**config.mk**
```make
export PLATFORM = sky130hd
export DESIGN_NAME = dmem_port_arbiter
export DESIGN_NICKNAME = d
export VERILOG_FILES = /design/src/rtl/dmem_port_arbiter.sv
export SDC_FILE = /design/constraint.sdc
export NUM_CORES = 1
export LEC_CHECK = 0
export BUFFER_PORTS_ARGS = -buffer_cell sky130_fd_sc_hd__buf_2
export CAP_MARGIN = 25
export CELL_PAD_IN_SITES_DETAIL_PLACEMENT = 2
export CELL_PAD_IN_SITES_GLOBAL_PLACEMENT = 2
export CORE_MARGIN = 5
export CORE_UTILIZATION = 13
export DETAILED_ROUTE_END_ITERATION = 7
export PLACE_DENSITY_LB_ADDON = 0.1
export SLEW_MARGIN = 5
export SYNTH_ARGS = -nofsm -noshare
export SYNTH_HDL_FRONTEND = slang
export SYNTH_SLANG_ARGS = --single-unit
```
**constraint.sdc**
```tcl
create_clock -name clk -period 3.3 [get_ports clk]
set_clock_uncertainty 0.15 [all_clocks]
set_input_delay 0 -clock clk [delete_from_list [all_inputs] [get_ports clk]]
set_output_delay 0 -clock clk [all_outputs]
set_load 0.03 [all_outputs]
```
**src/rtl/dmem_port_arbiter.sv**
```systemverilog
// dmem_port_arbiter: fixed-priority two-requester arbiter for a synchronous-read block RAM port with requester-1 starvation relief
module dmem_port_arbiter #(
  parameter int AW = 12,
  parameter int DW = 32,
  parameter int STARVE_LIMIT = 4
) (
  input  logic            clk,
  input  logic            rst,
  input  logic            req0,
  input  logic [DW/8-1:0] we0,
  input  logic [AW-1:0]   addr0,
  input  logic [DW-1:0]   wdata0,
  output logic            gnt0,
  output logic            stall0,
  output logic            rvalid0,
  input  logic            req1,
  input  logic [DW/8-1:0] we1,
  input  logic [AW-1:0]   addr1,
  input  logic [DW-1:0]   wdata1,
  output logic            gnt1,
  output logic            rvalid1,
  output logic [DW-1:0]   rdata,
  output logic            mem_en,
  output logic [DW/8-1:0] mem_we,
  output logic [AW-1:0]   mem_addr,
  output logic [DW-1:0]   mem_din,
  input  logic [DW-1:0]   mem_dout,
  output logic [3:0]      starve_cnt
);
  logic force_slot;
  always_comb begin
    force_slot = starve_cnt == 4'(STARVE_LIMIT);
    gnt0 = req0 & ~force_slot;
    gnt1 = req1 & (~req0 | force_slot);
    stall0 = req0 & ~gnt0;
    mem_en = gnt0 | gnt1;
    mem_we = gnt1 ? we1 : gnt0 ? we0 : '0;
    mem_addr = gnt1 ? addr1 : addr0;
    mem_din = gnt1 ? wdata1 : wdata0;
    rdata = mem_dout;
  end
  // counter only runs while requester 1 waits; reaching the limit forces exactly one slot
  always_ff @(posedge clk or negedge rst) begin
    if (!rst) begin
      starve_cnt <= '0;
      rvalid0 <= 1'b0;
      rvalid1 <= 1'b0;
    end else begin
      starve_cnt <= (!req1 || gnt1) ? '0 : force_slot ? starve_cnt : starve_cnt + 4'd1;
      rvalid0 <= gnt0 & ~|we0;
      rvalid1 <= gnt1 & ~|we1;
    end
  end
endmodule

```
# Word level (Yosys, flattened, before mapping)
# Index checks and enable logic that the tools add are counted.
# W data, S select, Z words.
# word_totals
ff_bits	6
latch_bits	0
mem_bits_rw	0
mem_bits_ro	0
in_bits	132
output_inout_bits	90
mem_count	0
# op_classes
add_sub_neg	1
n_mul	0
n_div	0
magnitude_cmp	0
n_eq_ne	2
n_shift	0
n_mux	6
n_bitwise	10
n_reduce_logical	6
# ops
op	count
$mux W32	1
$mux W4	4
$mux W12	1
$reduce_or A4 Y1	2
$and A1 B1 Y1	5
$add A4 B1 Y4 const B	1
$eq A4 B3 Y1 const B	1
$logic_not A1 Y1	3
$not A1 Y1	3
$ne A2 B1 Y1 const B	1
$or A1 B1 Y1	2
$logic_or A1 B1 Y1	1

# Longest topological paths before layout
# logic_depth
ltp_word	5
mapped_depth	7
depth_no_buf	5

# Least setup slack after synthesis
# Ideal clock, no wire load.
# synth_timing
kind	reg-to-output
start	register starve_cnt[0]
end	output mem_we[0]
t_arrival_ns	2.130
t_required_ns	3.150
slack_ns	1.020
stages_incl_launch_ff	7
n_path_buf	1
cell_sequence	dfrtp_1 > inv_1 > ha_1 > nand3b_4 > and2_2 > clkbuf_1 > o21ai_0
# synth_between
elab_chain_len	5
elab_cells_between_ends	7
# synth_lines
element	line	text
start: declaration	28	output logic [3:0] starve_cnt
start signal: assignment	49	starve_cnt <= (!req1 || gnt1) ? '0 : force_slot ? starve_cnt : starve_cnt + 4'd1;
$eq A4 B3 Y1	32	force_slot = starve_cnt == 4'(STARVE_LIMIT);
$not A1 Y1	33	gnt0 = req0 & ~force_slot;
$and A1 B1 Y1	33	
net gnt0	13	output logic gnt0,
$mux W4 (2 in series)	37	mem_we = gnt1 ? we1 : gnt0 ? we0 : '0;
end: declaration	24	output logic [DW/8-1:0] mem_we,
# The timed path passes the listed nets, and every way through them passes these cells.

# Worst setup path in the final report
# layout_timing
start	register starve_cnt[0]
end	output mem_din[29]
# layout_between
elab_chain_len	4
# layout_lines
element	line	text
$eq A4 B3 Y1	32	
$or A1 B1 Y1	34	gnt1 = req1 & (~req0 | force_slot);
$and A1 B1 Y1	34	
$mux W32	39	mem_din = gnt1 ? wdata1 : wdata0;
end: declaration	26	output logic [DW-1:0] mem_din,
# No other way between the ends.

==> impl_results.md <==
* Hold WS at -0.002866 ns
* IO Port Bufs at 157
* Layout cells sized above 1 at 74.20%
* Setup_tns at 0 ns
* Final Critical Period at 2.289 ns
* ANT cells at 0
* Worst path max stage delay at 0.41 ns
* Fmax at 436.8 MHz
* DRC viols at 0
* Initial antenna violation count at 0
* Fin. Hold Viols at 3
* Final setup vio count at 0
* Cell Area, Synth at 1368 sq um
* Commonest non-fill, non-tap cell in the layout: buf_2
* GP Congestion at around 0.76
* Syn avg cell area at 11.12 sq um
* Worst hold path type: input pin to asynchronous set/reset pin
* CTS Sinks at 6
* DP HPWL at 5.922 mm
* Initial Utilization at a little over an eighth
* Htree depth at 1
* GR Overflow Total at 0
* Final ANT Viol Nets at 0
* Nature of the critical path startpoint: register
* WP data required at between 3 and 4 ns
* Leak pwr at between 0.001 and 0.0015 uW
* CTS clk-pin slew, worst paths at 0.04 ns
* Setup Buffers After CTS at 0
* Register bit total from synthesis at 6
* Setup CP Type: register to primary output
* Largest net degree at the start of global routing at 47
* Relative slew margins at 76.10%
* Synth cell types at 24
* Layout Nets at 419
* Crit end category: primary output
* Slowest cell on crit path: dfrtp_1
* Register area share after synthesis at a little over a tenth
* Failing checks: hold timing
* Core Region at 10,280 sq um
* Die X at 112.6 microns
* Syn. warnings at 0
* Max FO, Critical Path at 46
* Power per cell area at 246.4 nW/um^2
* Vias at 1,527
* First-pass DRT Iterations at 3
* Drt total wl at around 7.4 mm
* Vias in the first global route at 1,713
* Syn Inst Count at 123
* Clock Latency Late Sink at 0.22 ns
* First-pass GRT wire length at 10.82 mm
* Max-Cap Viols at 0
* Ports at 222
* Deepest clock path buffer count at 2
* Commonest cells after routing, fill and taps aside: buf_2, mux2_4, dlygate4sd3_1
* Avg Vias per Cell at between 3 and 4
* Status: complete, but fails checks
* Root Driver: clkbuf_8
* Die height at between 100 and 150 microns
* CP Cell Sequence: inv_1 -> ha_1 -> nand3b_4 -> a21boi_4 -> buf_12 -> mux2_4 -> buf_2
* Drt wl/cell at 17.67 microns
* Area delta synth->final at 75.85%
* Unrepaired setup endpoints after global routing: false
* Arr. time, crit path at 2.14 ns
* Fill cells at 1,216
* Maximum VDD drop at between 90 and 100 uV
* TritonCTS clock tree: done
* Syn nets at between 200 and 300
* Rows at 37
* Worst-margin pin slew at about 0.36 ns
* Max Slew Vio Count at 0
* Die ar. at 12,670 sq um
* Total Routing Usage GR at between 10 and 15%
* TritonCTS Buffers at 3
* Crit share post-route at 69.38%
* DRT iter0 DRCs at 36
[worst max-delay path, delay by kind of cell (launching register included)]
| family | cells | cell delay (ns) |
|---|---|---|
| compound gates | 1 | 0.20 |
| buf+inv | 3 | 0.56 |
| flops | 1 | 0.41 |
| mux | 1 | 0.33 |
| simple gates | 1 | 0.15 |
| fa+ha+maj | 1 | 0.19 |
[cell usage after synthesis]
cell type  instances  share of area [%]
clkbuf_1           1               0.27
nor2_1             4                1.1
buf_6              1               0.82
xor2_1             1               0.64
mux2_4            38                 42
nand2_1            4                1.1
and2_2             1               0.55
and2_1             1               0.46
mux2_2             6                4.9
buf_12             4                5.9
xnor2_1            1               0.64
or2_2              1               0.46
inv_1              3               0.82
o21ai_0            4                1.5
a21boi_2           1               0.82
nor4_1             2               0.91
dfrtp_1            6                 11
nand3_1            6                2.2
buf_4             32                 18
and3_2             1               0.55
nand3b_4           1                1.5
and3_1             1               0.46
ha_1               2                1.8
bufbuf_16          1                2.4
[through the flow]
| step | cells | util [%] | cell area, sq um | total power (uW) | worst slack, ns |
|---|---|---|---|---|---|
| after floorplan | 123 | - | 1368 | 367.5 | 1.020 |
| after global placement | 378 | 19.30 | 1983 | 406.5 | 1.241 |
| after detailed placement | 378 | 19.30 | 1983 | 407.5 | 1.223 |
| after CTS | 419 | 23.40 | 2405 | 605.1 | 0.9593 |
| after global routing | 419 | 23.40 | 2405 | 630.1 | 0.8925 |
| final | 419 | 23.40 | 2405 | 592.6 | 1.011 |
[path summary, 6_finish.rpt]
check                                          startpoint                         to  slack [ns]  cells after the start
worst max-delay path            starve_cnt[0]$_DFFE_PN0P_                mem_din[29]        1.01                      7
worst min-delay path                                  rst  starve_cnt[1]$_DFFE_PN0P_      -0.003                      2
worst max register to register  starve_cnt[0]$_DFFE_PN0P_          rvalid1$_DFF_PN0_        1.57                      6
worst min register to register  starve_cnt[0]$_DFFE_PN0P_  starve_cnt[0]$_DFFE_PN0P_        0.36                      1
max in group asynchronous                             rst          rvalid1$_DFF_PN0_        2.84                      2
min in group clk                                     req0          rvalid0$_DFF_PN0_        0.03                      2
[cell families after synthesis]
| family | count (synthesis) | share of synthesized area (%) |
|---|---|---|
| mux | 44 | 46.66 |
| buf+inv | 42 | 27.72 |
| simple gates | 22 | 9.241 |
| flops | 6 | 10.98 |
| compound gates | 5 | 2.287 |
| xor+xnor | 2 | 1.281 |
| fa+ha+maj | 2 | 1.830 |
[registers in the layout, indices dropped and copies added, names as in the netlist]
name,cells
rvalid1,1
starve_cnt,4
rvalid0,1
[timing repair]
| action | in CTS | in global routing |
|---|---|---|
| endpoints found under the hold margin | 41 | 0 |
| gates resized for setup | 0 | 0 |
| hold buffers | 38 | 0 |
[routing by layer]
layer	vias up	part of all wire [%]	global-route usage [%]
li1	710	-	-
met1	703	37	11.94
met2	110	54	20.50
met3	4	8.6	2.965
met4	0	0.62	1.763
met5	-	0	0
[report_power, final]
group / switching [uW] / leakage (uW) / internal (uW)
clock network: 32.5 / 0.0000216 / 78.5
registers: 1.52 / 0.0000826 / 75.4
logic: 233 / 0.00121 / 172
[cell type report]
cell class | instances | area, sq um | area share [%]
multi-input combinational | 75 | 845.8 | 35.17
inverter | 3 | 11.26 | 0.4683
tap | 136 | 170.2 | 7.076
clock buffer | 3 | 41.29 | 1.717
sequential | 6 | 150.1 | 6.243
timing repair buffer | 196 | 1186 | 49.32
Note: power is estimated with default switching activity, not from simulation.
